$ cat config.mk
export PLATFORM = sky130hd
export DESIGN_NAME = traffic_display_scan
export DESIGN_NICKNAME = d
export VERILOG_FILES = /design/src/rtl/traffic_display_scan.sv
export SDC_FILE = /design/constraint.sdc
export NUM_CORES = 1
export LEC_CHECK = 0
export ABC_AREA = 1
export CAP_MARGIN = 15
export CORE_ASPECT_RATIO = 1.2
export CORE_MARGIN = 2
export CORE_UTILIZATION = 55
export DETAILED_ROUTE_END_ITERATION = 10
export PLACE_DENSITY = 0.77
export SLEW_MARGIN = 20
export SYNTH_ARGS = -nofsm -noshare
export SYNTH_HDL_FRONTEND = slang
export SYNTH_SLANG_ARGS = --single-unit
$ cat constraint.sdc
create_clock -name clk -period 4.2 [get_ports clk]
set_clock_uncertainty 0.05 [all_clocks]
set_input_delay 0.84 -clock clk [delete_from_list [all_inputs] [get_ports clk]]
set_output_delay 0.84 -clock clk [all_outputs]
set_load 0.01 [all_outputs]
$ cat src/rtl/traffic_display_scan.sv
// Four-digit multiplexed seven-segment driver for the traffic light controller; optional yellow blink via TRAFFIC_DISPLAY_BLINK_EN.
// Latency: inputs snapshotted at each idx-0 tick, shown BLANK_CYC cycles later; worst case 4*SCAN_DIV+BLANK_CYC.
// Backpressure: none; lights/counter are level inputs sampled only at frame snapshot edges.
module traffic_display_scan #(
    parameter int SCAN_DIV     = 50000,
    parameter int BLANK_CYC    = 2,
    parameter int BLINK_FRAMES = 125
) (
    input  logic       clk,
    input  logic       clr,
    input  logic [5:0] lights,
    input  logic [3:0] counter,
    output logic [3:0] an,
    output logic [6:0] seg
);

    localparam int PRE_W = $clog2(SCAN_DIV);
    localparam logic [PRE_W-1:0] PRE_MAX = PRE_W'(SCAN_DIV - 1);
    localparam logic [PRE_W-1:0] BLANK_V = PRE_W'(BLANK_CYC);

    localparam logic [6:0] SEG_R     = 7'b0101111;
    localparam logic [6:0] SEG_Y     = 7'b0010001;
    localparam logic [6:0] SEG_G     = 7'b1000010;
    localparam logic [6:0] SEG_DASH  = 7'b0111111;
    localparam logic [6:0] SEG_BLANK = 7'b1111111;

    generate
        if (SCAN_DIV < BLANK_CYC + 2) begin : g_bad_scan_div
            $error("SCAN_DIV must be at least BLANK_CYC+2");
        end
        if (BLINK_FRAMES < 1) begin : g_bad_blink_frames
            $error("BLINK_FRAMES must be at least 1");
        end
    endgenerate

    function automatic logic [6:0] seg_digit(input logic [3:0] d);
        logic [6:0] s;
        case (d)
            4'd0:    s = 7'b1000000;
            4'd1:    s = 7'b1111001;
            4'd2:    s = 7'b0100100;
            4'd3:    s = 7'b0110000;
            4'd4:    s = 7'b0011001;
            4'd5:    s = 7'b0010010;
            4'd6:    s = 7'b0000010;
            4'd7:    s = 7'b1111000;
            4'd8:    s = 7'b0000000;
            4'd9:    s = 7'b0010000;
            default: s = SEG_BLANK;
        endcase
        return s;
    endfunction

    // Anything other than exactly one lamp per road is shown as a dash.
    function automatic logic [6:0] seg_letter(input logic [2:0] grp, input logic show_yel);
        logic [6:0] s;
        case (grp)
            3'b100:  s = SEG_R;
            3'b010:  s = show_yel ? SEG_Y : SEG_BLANK;
            3'b001:  s = SEG_G;
            default: s = SEG_DASH;
        endcase
        return s;
    endfunction

    logic [PRE_W-1:0] pre_q, pre_d;
    logic [1:0]       idx_q, idx_d;
    logic             started_q, started_d;
    logic [5:0]       snap_l_q, snap_l_d;
    logic [3:0]       snap_c_q, snap_c_d;
    logic [3:0]       an_q, an_d;
    logic [6:0]       seg_q, seg_d;
    logic             tick;
    logic             snap_tick;
    logic             yel_on;

    assign tick      = (pre_q == PRE_MAX);
    assign snap_tick = tick && ((idx_q == 2'd3) || !started_q);

`ifdef TRAFFIC_DISPLAY_BLINK_EN
    localparam int FR_W = $clog2(BLINK_FRAMES + 1);
    localparam logic [FR_W-1:0] FR_MAX = FR_W'(BLINK_FRAMES - 1);

    logic [FR_W-1:0] fcnt_q, fcnt_d;
    logic            phase_on_q, phase_on_d;

    // The first snapshot after reset starts frame 1 and is not counted, so every phase lasts exactly BLINK_FRAMES frames.
    always_comb begin
        fcnt_d     = fcnt_q;
        phase_on_d = phase_on_q;
        if (snap_tick && started_q) begin
            if (fcnt_q == FR_MAX) begin
                fcnt_d     = '0;
                phase_on_d = !phase_on_q;
            end else begin
                fcnt_d = fcnt_q + 1'b1;
            end
        end
    end

    always_ff @(posedge clk) begin
        if (!clr) begin
            fcnt_q     <= '0;
            phase_on_q <= 1'b1;
        end else begin
            fcnt_q     <= fcnt_d;
            phase_on_q <= phase_on_d;
        end
    end

    assign yel_on = phase_on_d;
`else
    assign yel_on = 1'b1;
`endif

    always_comb begin
        pre_d     = tick ? '0 : pre_q + 1'b1;
        idx_d     = idx_q;
        started_d = started_q;
        snap_l_d  = snap_l_q;
        snap_c_d  = snap_c_q;
        seg_d     = seg_q;

        if (snap_tick) begin
            snap_l_d  = lights;
            snap_c_d  = counter;
            idx_d     = 2'd0;
            started_d = 1'b1;
        end else if (tick) begin
            idx_d = idx_q + 2'd1;
        end

        // Segments change only at slot ticks, while the anodes are blanked.
        if (tick) begin
            case (idx_d)
                2'd0:    seg_d = seg_digit((snap_c_d >= 4'd10) ? snap_c_d - 4'd10 : snap_c_d);
                2'd1:    seg_d = (snap_c_d >= 4'd10) ? seg_digit(4'd1) : SEG_BLANK;
                2'd2:    seg_d = seg_letter(snap_l_d[2:0], yel_on);
                default: seg_d = seg_letter(snap_l_d[5:3], yel_on);
            endcase
        end

        if ((pre_d < BLANK_V) || !started_d) begin
            an_d = 4'b1111;
        end else begin
            an_d = ~(4'b0001 << idx_d);
        end
    end

    always_ff @(posedge clk) begin
        if (!clr) begin
            pre_q     <= '0;
            idx_q     <= 2'd0;
            started_q <= 1'b0;
            snap_l_q  <= 6'd0;
            snap_c_q  <= 4'd0;
            an_q      <= 4'b1111;
            seg_q     <= SEG_BLANK;
        end else begin
            pre_q     <= pre_d;
            idx_q     <= idx_d;
            started_q <= started_d;
            snap_l_q  <= snap_l_d;
            snap_c_q  <= snap_c_d;
            an_q      <= an_d;
            seg_q     <= seg_d;
        end
    end

    assign an  = an_q;
    assign seg = seg_q;

endmodule

# Word-level counts from Yosys, hierarchy flattened
# Memories as Yosys holds them, arrays and structs flattened.
# Cells that the tools add are included.
# classes
n_addsub,3
reduce_logical,7
n_bitwise,2
n_mux,11
eq_ne,10
n_lt_le_gt_ge,2
n_shift,1
# op_table
operator,n
$pmux 7 s3,3
$add 16x1->16 const B,1
$eq 16x16->1 const B,1
$lt 16x2->1 const B,1
$mux 16,1
$mux 4,2
$eq 3x1->1 const B,2
$eq 3x2->1 const B,2
$eq 3x3->1 const B,2
$mux 6,1
$eq 2x2->1 const B,2
$ge 4x4->1 const B,1
$mux 2,2
$not 4->4,1
$shl 1x2->4 const A,1
$sub 4x4->4 const B,1
$mux 3,1
$add 2x1->2 const B,1
$eq 2x1->1 const B,1
$logic_not 1->1,2
$logic_not 2->1,1
$logic_or 1x1->1,2
$reduce_or 2->1,1
$logic_and 1x1->1,1
other kinds (2),2
# totals
n_memories,1
rom_bits,112
in_bits,12
reg_bits,40
out_inout_bits,11
# mem_list
name,depth,width,read_ports,rd_ports_with_merged_regs,wr,line_no,text
(no name shown),16,7,1,0,0,38,case (d)

# Depth between registers and ports, before layout
# An unclocked memory read counts as a cell.
# depth
ltp_word,8
mapped_depth,19

# Worst setup path before layout
# No wires, ideal clock.
# synth_timing
kind,register -> register
startpoint,reg pre_q[0]
endpoint,"reg seg_q[3], in the netlist seg[3]"
path_buffers,1
arrival_ps,2117
stages_incl_launch_ff,17
path_slack_ps,1924
setup_ps,109
synth_period_minus_slack_ps,2276
path_cell_list,dfxtp_1 > ha_1 > nand3_2 > nor2_4 > nand3_4 > buf_6 > o21ai_4 > inv_2 > ha_1 > inv_1 > nand3_1 > nand2_1 > nor2_1 > nand2_1 > nand3_1 > nand2_1 > inv_1
# synth_via
elab_chain_len,7
word_cells_on_any_way,22
cone_classes,1 x add/sub; 1 x order compare; 9 x eq/ne; 8 x mux; 2 x reduce/logical; 1 x memory
# synth_lines
item,line_no,text
"start, declared",66,"logic [PRE_W-1:0] pre_q, pre_d;"
"start signal, assigned",160,pre_q <= pre_d;
$eq 16x16->1 *,77,assign tick = (pre_q == PRE_MAX);
$logic_and 1x1->1 *,78,assign snap_tick = tick && ((idx_q == 2'd3) || !started_q);
$mux 4 *,124,if (snap_tick) begin
net snap_c_d[0],70,"logic [3:0] snap_c_q, snap_c_d;"
$sub 4x4->4 or $ge 4x4->1 (tied branches),136,2'd0: seg_d = seg_digit((snap_c_d >= 4'd10) ? snap_c_d - 4'd10 : snap_c_d);
$mux 4 *,136,
$mem_v2 16x7 *,-,
$pmux 7 s3 *,135,case (idx_d)
"end signal, assigned",166,seg_q <= seg_d;
"end, declared",72,"logic [6:0] seg_q, seg_d;"
# Mark *: on every way through the listed nets, which the timed path passes. The rest lies on a longest branch.
# A chain may end at the register's enable or synchronous reset.

# Worst setup path after layout
# layout_timing
startpoint,reg pre_q[0]
endpoint,"reg seg_q[3], in the netlist seg[3]"
# layout_via
elab_chain_len,7
word_cells_on_any_way,22
cone_classes,1 x add/sub; 1 x order compare; 9 x eq/ne; 8 x mux; 2 x reduce/logical; 1 x memory
# layout_lines
item,line_no
$eq 16x16->1 *,77
$logic_and 1x1->1,78
$mux 4,124
$sub 4x4->4 or $ge 4x4->1 (tied branches),136
$mux 4,136
$mem_v2 16x7,-
$pmux 7 s3,135
# Mark *: on every way between the ends. The rest lies on a longest branch, timed or not.

==> impl_metrics.json <==
{
  "pre_cts_slack_ns": 1.448,
  "start_kind": "flop",
  "slew-limit-headroom_pct": 35.92,
  "path_cells": "ha_1 -> nand3_2 -> nor2_4 -> nand3_4 -> nand2_1 -> nand2_2 -> inv_1 -> nand2_1 -> nand2_1 -> ha_1 -> inv_1 -> nand3_1 -> nand2_1 -> nor2_1 -> nand2_1 -> nand3_1 -> nand2_1 -> inv_1",
  "min_to": "pre_q[0]",
  "dieArea_mm2": 0.004721,
  "crit_cells": 18,
  "syn_area_mm2": 0.002302,
  "ys_types": 32,
  "worstRegToRegCells": 18,
  "die_w_um": 63.06,
  "yosys_warnings": 0,
  "tightest_slew_ns": 0.9601,
  "slew_violations": 0,
  "hp-start": "pre_q[0]",
  "syn2layout_area_growth_pct": 15.22,
  "seq_area_frac_synth_pct": 34.78,
  "clockRootBuffer": "clkbuf_8",
  "ys.flop_type": "dfxtp_1",
  "crit-reg2reg-launch": "pre_q[0]",
  "grt-ovfl-total": 0,
  "drcViolationCount": 0,
  "num_vias": 2068,
  "status": "completed",
  "cts_made_buffers": 5,
  "antenna_found_initial": 0,
  "p_per_area_mw_per_mm2": 273.0,
  "multi_input_area_mm2": 0.001280,
  "synth_area_per_cell_um2": 6.852,
  "path_max_fanout": 18,
  "yosys.area.top_type": "dfxtp_1",
  "cts_tree": "yes",
  "cp.required_ns": 4.34,
  "whs_path_depth": 1,
  "clock_sinks": 40,
  "synth-seq-cells": 40,
  "min_period_over_period_pct": 66.38,
  "h-tree-depth": 2,
  "clk_path_buf_depth": 2,
  "grt_pass1_vias": 1844,
  "ir_drop_v": 0.0002187,
  "tns_ns": 0,
  "critPathSlowestCell": "dfxtp_1",
  "fill_cells": 378,
  "finalNetCount": 376,
  "clk_latency_ns": 0.29,
  "num_rows": 25,
  "period_needed_ns": 2.788,
  "grt_pass1_wl_um": 7845,
  "critical-path-top-cell-by-count": "nand2_1",
  "min_path_type": "flop to flop",
  "critPathBufInv": 3,
  "p_leak_nw": 1.212,
  "crit_arrival_ns": 2.93,
  "synth_top_area_share_pct": 34.78,
  "ff_latch_area_um2": 800.8,
  "wl_um": 4754,
  "start_util_pct": 57.95,
  "r2r-end": "seg[3]",
  "fin_hold_ws_ns": 0.4256,
  "final_cell_mix": "nand2_1, nor2_1, dfxtp_1",
  "syn-num-nets": 353,
  "die_h_um": 74.87,
  "finalHoldViolCount": 0,
  "holdBufCountCts": 0,
  "async_flop_share_pct": 0,
  "gp_congestion": 0.9151,
  "grt_max_degree": 32,
  "antennaDiodeCount": 0,
  "cp_top_family": "simple AND/OR/NAND/NOR gates",
  "rrSetupSlack_ns": 1.41,
  "ios": 23,
  "setup_viol": 0,
  "postRouteAntennaNets": 0,
  "critPathCaptureType": "flop",
  "hpwl_um": 3590,
  "synth_edf_count": 0,
  "cts_resized": 0,
  "grtUsageTotal_pct": 21.11,
  "setup_ws_ns": 1.412,
  "clock.fmax_mhz": 358.7,
  "wire_per_inst_um": 11.48,
  "synth_area_leaders": "dfxtp_1, nand2_1, nor2_1, inv_1, nand3_1",
  "core_area_mm2": 0.003973,
  "slowest_delay_ns": 0.39,
  "clkTransAtPathRegs_ns": 0.08,
  "drv_cap": 0,
  "synth_cells": 336,
  "drtIter0Drc": 151,
  "final_layout_size_suffix_gt1_share_pct": 15.00,
  "dr.pass1.iters": 5,
  "layout_commonest_cell": "nand2_1",
  "cts_setup_buffers": 0,
  "crit_type": "flop to flop",
  "io_buffers": 22,
  "rsz0062_at_grt": "false",
  "viasPerCell": 4.995
}
## cell usage after synthesis (2+ instances only)
library cell,count
nand2_1,74
nor2_1,64
dfxtp_1,40
inv_1,35
nand3_1,25
nand2_2,11
inv_2,10
nand4_1,10
nand3_2,6
a21oi_1,5
ha_1,5
nor3_1,5
xor2_1,5
nor2_2,4
o21ai_2,4
o21ai_4,4
or2_2,4
buf_6,3
clkbuf_1,3
o21ai_0,3
o21ai_1,3
clkinv_1,2
o211ai_1,2
## cells by family after synthesis
family          after synthesis  share of synthesized area, %
simple gates                210                         42.94
flops                        40                         34.78
fa+ha+maj                     5                         2.717
compound gates               22                         7.662
xor+xnor                      6                         2.283
buf+inv                      53                         9.620
## worst reg2reg max path, cell delays in order (launching register included)
cell and delay, ns:
dfxtp_1 0.39, ha_1 0.22, nand3_2 0.15, nor2_4 0.28
nand3_4 0.28, nand2_1 0.18, nand2_2 0.10, inv_1 0.08
nand2_1 0.09, nand2_1 0.16, ha_1 0.25, inv_1 0.05
nand3_1 0.09, nand2_1 0.07, nor2_1 0.04, nand2_1 0.06
nand3_1 0.06, nand2_1 0.06, inv_1 0.03
## worst max path at each step
stage | start | to | slack, ns
finish | pre_q[0] | seg[3] | 1.41
global placement | pre_q[0] | seg[3] | 1.49
floorplan | pre_q[0] | seg[3] | 1.92
CTS | pre_q[0] | seg[3] | 1.43
global route | pre_q[0] | seg[3] | 1.14
detailed placement | counter[3] | seg[1] | 1.45
## metrics by stage
| step | utilization [%] | std cells | area (µm²) | total power, mW |
|---|---|---|---|---|
| 2_1_floorplan | - | 336 | 2302 | 0.4069 |
| 3_3_place_gp | 64.06 | 406 | 2545 | 0.4213 |
| 6_report | 66.77 | 414 | 2653 | 0.7243 |
| 3_5_place_dp | 64.06 | 406 | 2545 | 0.4217 |
| 5_1_grt | 66.77 | 414 | 2653 | 0.7459 |
| 4_1_cts | 66.77 | 414 | 2653 | 0.7256 |
## per-layer routing
| metal | vias up | part of all wire (%) | global-route usage [%] |
|---|---|---|---|
| met1 | 919 | 44 | 23.97 |
| li1 | 1096 | - | - |
| met5 | - | 0 | 0 |
| met3 | 8 | 3.1 | 3.737 |
| met4 | 0 | 2.0 | 10.62 |
| met2 | 45 | 51 | 38.65 |
## where the power goes
part           internal (mW)  leakage, nW  switching (mW)  total [mW]
logic                 0.0138        0.834          0.0152      0.0290
clock network          0.176       0.0552           0.135       0.312
registers              0.381        0.323         0.00249       0.384
## registers in the layout, indices dropped and copies added, names as in the netlist
name       cells
an             4
started_q      1
idx_q          2
seg            7
snap_c_q       4
pre_q         16
snap_l_q       6
## layout make-up
class,count,share of cell area (%)
multi-input cells,243,48.25
well taps,54,2.547
clock buffers,6,2.736
inverters,47,6.651
repair buffers,22,8.302
clock inverters,2,1.321
flip-flops and latches,40,30.19
(Power assumes the default switching activity.)
==> RTL edit 1, RTL diff (same settings) <==
Change the parameter `SCAN_DIV` from 50000 to 25000.
--- a/src/rtl/traffic_display_scan.sv
+++ b/src/rtl/traffic_display_scan.sv
@@ -2,7 +2,7 @@
 // Latency: inputs snapshotted at each idx-0 tick, shown BLANK_CYC cycles later; worst case 4*SCAN_DIV+BLANK_CYC.
 // Backpressure: none; lights/counter are level inputs sampled only at frame snapshot edges.
 module traffic_display_scan #(
-    parameter int SCAN_DIV     = 50000,
+    parameter int SCAN_DIV     = 25000,
     parameter int BLANK_CYC    = 2,
     parameter int BLINK_FRAMES = 125
 ) (
Check against the original RTL: no difference found for any inputs over 10 cycles, from zero or initial values; that may be too few to reach the edited logic, so the function may still have changed.
==> RTL edit 1 against the original RTL <==
- clock power rose by 2%
- first-iteration DRC count rose by 4.6%
- global-route usage increased by 3.0 points
- power fell by 0.57%
- area after synthesis grew 7.9%
- fmax is 2.7% higher
- routed wire length grew 15%
- cell area increased by 6.6%
- setup slack improved by 0.073 ns
- sequential cell count decreased by 1
- sequential share of layout area fell by 2.6 points
- critical path type unchanged
- critical endpoint is now seg[1]
- highest routed layer unchanged
==> RTL edit 1: results (changes against the original RTL) <==
** Placement
- Routability Congestion :: 0.892 (was 0.915)
- The total placed cells including tap cells came to 431 (was 406).
- The minimum setup slack after placement came to 1.49 ns (was 1.45 ns).
- Port bufs :: 22 (unchanged)
- The final HPWL from detailed placement came to 4.21 mm (was 3.59 mm).

** Power
- Leakage component of the power :: 0.00128 µW (was 0.00121 µW)
- The peak supply drop came to 0.000248 V (was 0.000219 V).

** Routing
- The aggregate routed wire length is 5.45 mm (was 4.75 mm).
- The first-iteration detailed-routing DRC count is 158 (was 151).
- Vias :: 2253 (was 2068)
- The count of TritonRoute iterations in the first routing pass came to 4 (was 5).

** Finish
- Final cell count without fillers :: 439 (was 414)
- Number of flip-flops in the largest register :: 15 (was 16)
- The count of nets after finishing was 399 (was 376).
- The fraction of layout cells with a size suffix above 1 was 14.9% (was 15.0%).

** Synthesis
- Number of nets produced by synthesis :: 378 (was 353)
- Gate count of the mapped netlist :: 361 (was 336)
- Ranking of synthesized cells by area: dfxtp_1 31%, nand2_1 12%, nor2_1 8.6% (was dfxtp_1 35%, nand2_1 12%, nor2_1 10%).
- Share of synthesized area occupied by flip-flops and latches :: 31.4% (was 34.8%)
- Most common library cells after synthesis: 79 x nand2_1, 57 x nor2_1, 42 x inv_1, 39 x dfxtp_1, 28 x nand3_1 (was 74 x nand2_1, 64 x nor2_1, 40 x dfxtp_1, 35 x inv_1, 25 x nand3_1).
- Distinct cells, synth :: 33 (was 32)

** GRT
- Total GRT Usage :: 24.1% (was 21.1%)
- Met1 Track Usage GR :: 27.9% (was 24.0%)
- The via count of the first global-routing pass came to 2162 (was 1844).
- The number of antenna violations at the first check in global routing was 0 (unchanged).
- Global-route wire length before repair :: 9.63 mm (was 7.85 mm)
- The met2 track demand over resource was 42.9% (was 38.7%).
- The global routing usage on met3 is 4.20% (was 3.74%).
- The maximum number of pins on one net before global-route repair was 32 (unchanged).

** Clocking
- Total of cells resized after clock tree synthesis :: 0 (unchanged)

** Setup path
- Critical path peak fanout :: 9 (was 18)
- CP Data Arrival Time :: 2.91 ns (was 2.93 ns)
- The endpoint of the worst-slack reg-to-reg timing path is seg[1] (was seg[3]).
- Critical Path Slowest Stage Cell :: dfxtp_1 (unchanged)
- The number of cells on the worst reg-to-reg path came to 13 (was 18).
- RR Startpoint :: pre_q[0] (unchanged)

** STA
- Final hold slack :: 0.424 ns (was 0.426 ns)
- Remaining max-slew budget at the tightest pin :: 34.4% (was 35.9%)

** Run status
- Outcome: complete, no violations (unchanged).

** Worst hold path
- Worst Hold End :: pre_q[0] (unchanged)
==> RTL edit 1: power by group <==
part / leakage, µW / switching (µW) / internal [µW] / total [µW]
logic: 0.000904 / 16.3 / 13.9 / 30.2
clock network: 0.0000581 / 140 / 177 / 317
registers: 0.000315 / 1.63 / 372 / 373
==> RTL edit 1: layer usage <==
layer	vias up	share of wire [%]
li1	1198	-
met1	1001	44
met2	42	51
met3	12	3.3
met4	0	2.4
met5	-	0
==> RTL edit 1: metrics by stage <==
stage	util (%)	total power [µW]	area [µm²]
5_1_grt	65.8	740	2830
6_report	65.8	720	2830
2_1_floorplan	-	398	2480
4_1_cts	65.8	725	2830
3_3_place_gp	63.2	412	2710
3_5_place_dp	63.2	412	2710
==> RTL edit 1: worst max-delay path by stage <==
stage / to / startpoint / slack (ns) / cells past startpoint
after detailed placement: seg[1] / pre_q[0] / 1.49 / 13
after global placement: seg[1] / pre_q[0] / 1.57 / 13
after floorplan: seg[3] / pre_q[0] / 1.98 / 18
after CTS: seg[1] / pre_q[0] / 1.47 / 13
final: seg[1] / pre_q[0] / 1.48 / 13
after global routing: seg[3] / pre_q[0] / 1.23 / 17
==> RTL edit 1: kinds of logic after synthesis <==
group	synth area share, %
xor+xnor	1.41
simple gates	48.3
buf+inv	10.6
flops	31.4
compound gates	5.69
fa+ha+maj	2.52
==> RTL edit 1: final cells by class <==
cell class                 count  area [µm²]
fill                         400        1470
clock buffer                   5        68.8
sequential                    39         781
inverter                      53         204
clock inverter                 3        43.8
multi-input combinational    261        1440
tap                           56        70.1
timing repair buffer          22         220
==> RTL edit 2, RTL diff (config.mk and constraints unchanged) <==
Made on the original files. Register the inputs `lights` and `counter` before use, without a reset. The logic sees them one clock later. The other inputs are not delayed to match.
--- a/src/rtl/traffic_display_scan.sv
+++ b/src/rtl/traffic_display_scan.sv
@@ -23,6 +23,14 @@
     localparam logic [6:0] SEG_G     = 7'b1000010;
     localparam logic [6:0] SEG_DASH  = 7'b0111111;
     localparam logic [6:0] SEG_BLANK = 7'b1111111;
+
+    logic [5:0] lights_q;
+    logic [3:0] counter_q;
+
+    always_ff @(posedge clk) begin
+        lights_q  <= lights;
+        counter_q <= counter;
+    end
 
     generate
         if (SCAN_DIV < BLANK_CYC + 2) begin : g_bad_scan_div
@@ -122,8 +130,8 @@
         seg_d     = seg_q;
 
         if (snap_tick) begin
-            snap_l_d  = lights;
-            snap_c_d  = counter;
+            snap_l_d  = lights_q;
+            snap_c_d  = counter_q;
             idx_d     = 2'd0;
             started_d = 1'b1;
         end else if (tick) begin
Behaviour: same outputs for any inputs over 10 cycles, from zero or initial values; that may be too few to reach the edited logic, so the function may still have changed.
==> RTL edit 2 against the original RTL <==
- area after synthesis is 5.8% higher
- global-route usage is 0.70 points higher
- routed wire length is 8.0% higher
- sequential cell count is 10 higher
- setup slack worse by 0.022 ns
- power is 19% higher
- core utilization is 1.0 points lower
- cell area is 5.7% higher
- largest cell class unchanged
- sequential share of layout area is 5.5 points higher
- critical endpoint unchanged
- die area is 5.4% higher
- combinational power is 1% higher
- via count is 7.6% higher
==> RTL edit 2: results (changes against the original RTL) <==
** GRT
- The wire length of the first global-routing pass is 8.69 mm (was 7.85 mm).
- The via count of the first global-routing pass was 2082 (was 1844).
- M3 GR Usage :: 4.55% (was 3.74%)
- Total GRT Usage :: 21.8% (was 21.1%)
- Largest net degree at the start of global routing :: 31 (was 32)

** Setup path
- Cells on worst reg2reg path :: 17 (was 18)

** Routing
- The amount of wire on met3 after detailed routing came to 209 µm (was 147 µm).
- The count of TritonRoute iterations in the first routing pass is 4 (was 5).
- The total routed wire length on the met1 layer was 2.12 mm (was 2.10 mm).
- The first-iteration detailed-routing DRC count is 94 (was 151).
- Metal2 WL :: 2.70 mm (was 2.41 mm)
- The aggregate routed wire length is 5.13 mm (was 4.75 mm).

** Power
- The reported net switching power was 185 µW (was 153 µW).
- Peak supply drop :: 0.000167 V (was 0.000219 V)

** Placement
- The last weighted congestion value of the routability-driven placer came to 0.870 (was 0.915).
- Post-detailed-placement half-perimeter wirelength :: 3.88 mm (was 3.59 mm)

** Run status
- Outcome: complete, no violations (unchanged).

** Finish
- Final clock-cell share :: 4.15% (was 4.06%)
- Inverters :: 52 (was 47)
- The data-path buffer share of cell area in the final layout came to 7.86% (was 8.30%).
- Area used by multi-input combinational logic :: 1200 µm² (was 1280 µm²)
- The multi-input gate count was 239 (was 243).
- The fraction of layout cells with a size suffix above 1 came to 10.2% (was 15.0%).
- Seq Cell Count :: 50 (was 40)

** Synthesis
- The post-synthesis net count was 364 (was 353).
- Share of synthesized cell area in full adder, half adder and majority cells :: 2.57% (was 2.72%)
- The post-synthesis compound-gate area fraction is 4.98% (was 7.66%).
- The sequential cell area fraction in the yosys report was 41.1% (was 34.8%).
- Most common library cells after synthesis: 70 x nand2_1, 62 x nor2_1, 50 x dfxtp_1, 44 x inv_1, 35 x nand3_1 (was 74 x nand2_1, 64 x nor2_1, 40 x dfxtp_1, 35 x inv_1, 25 x nand3_1).
- Synthesized-area fraction occupied by xor and xnor cells :: 2.88% (was 2.28%)

** Clocking
- The CTS clock-pin slew for the worst setup and hold paths was 0.10 ns (was 0.08 ns).
- Insertion delay to the later sink of the worst-skew pair :: 0.31 ns (was 0.29 ns)

** STA
- Remaining max-slew budget at the tightest pin :: 36.2% (was 35.9%)
[RTL edit 2: cell count changes after synthesis, moves of 3 or more]
cell / change
dfxtp_1: +10
nand3_1: +10
inv_1: +9
nand3_2: -6
nand2_1: -4
a21oi_1: +3
nand2_2: -3
nand4_1: +3
o21ai_2: -3
o21ai_4: -3
[RTL edit 2: stage by stage]
step / util, % / cells / instance area (µm²) / worst slack [ns]
2_1_floorplan: - / 347 / 2430 / 1.91
3_3_place_gp: 63.0 / 419 / 2690 / 1.48
3_5_place_dp: 63.0 / 419 / 2690 / 1.43
4_1_cts: 65.8 / 427 / 2800 / 1.42
5_1_grt: 65.8 / 427 / 2800 / 1.13
6_report: 65.8 / 427 / 2800 / 1.39
[RTL edit 2: power by group through the flow]
stage / registers, µW / clock network, µW / logic [µW]
floorplan: 495 / 0 / 15.4
global placement: 496 / 0 / 29.5
detailed placement: 496 / 0 / 29.7
CTS: 485 / 351 / 29.7
global route: 486 / 375 / 32.9
finish: 485 / 348 / 29.4
[RTL edit 2: worst min-delay path by stage]
stage	startpoint	end	slack, ns	cells past startpoint
final	seg[4]	seg[4]	0.42	2
after floorplan	pre_q[0]	pre_q[0]	0.37	1
after global routing	pre_q[0]	pre_q[0]	0.46	1
after CTS	seg[4]	seg[4]	0.43	2
after global placement	seg[4]	seg[4]	0.41	2
after detailed placement	seg[4]	seg[4]	0.40	2
[RTL edit 2: worst max-delay path, stage by stage, from the launching register on]
cell     delay (ns)
dfxtp_1        0.40
ha_1           0.23
nand3_1        0.15
nor2_4         0.30
nand3_4        0.25
nand2_1        0.12
nand2_1        0.16
nand3_1        0.15
nand2_1        0.11
ha_1           0.29
inv_1          0.06
nand3_1        0.10
nand2_1        0.08
nor2_1         0.04
nand2_1        0.05
nand3_1        0.07
nand2_1        0.06
inv_1          0.03
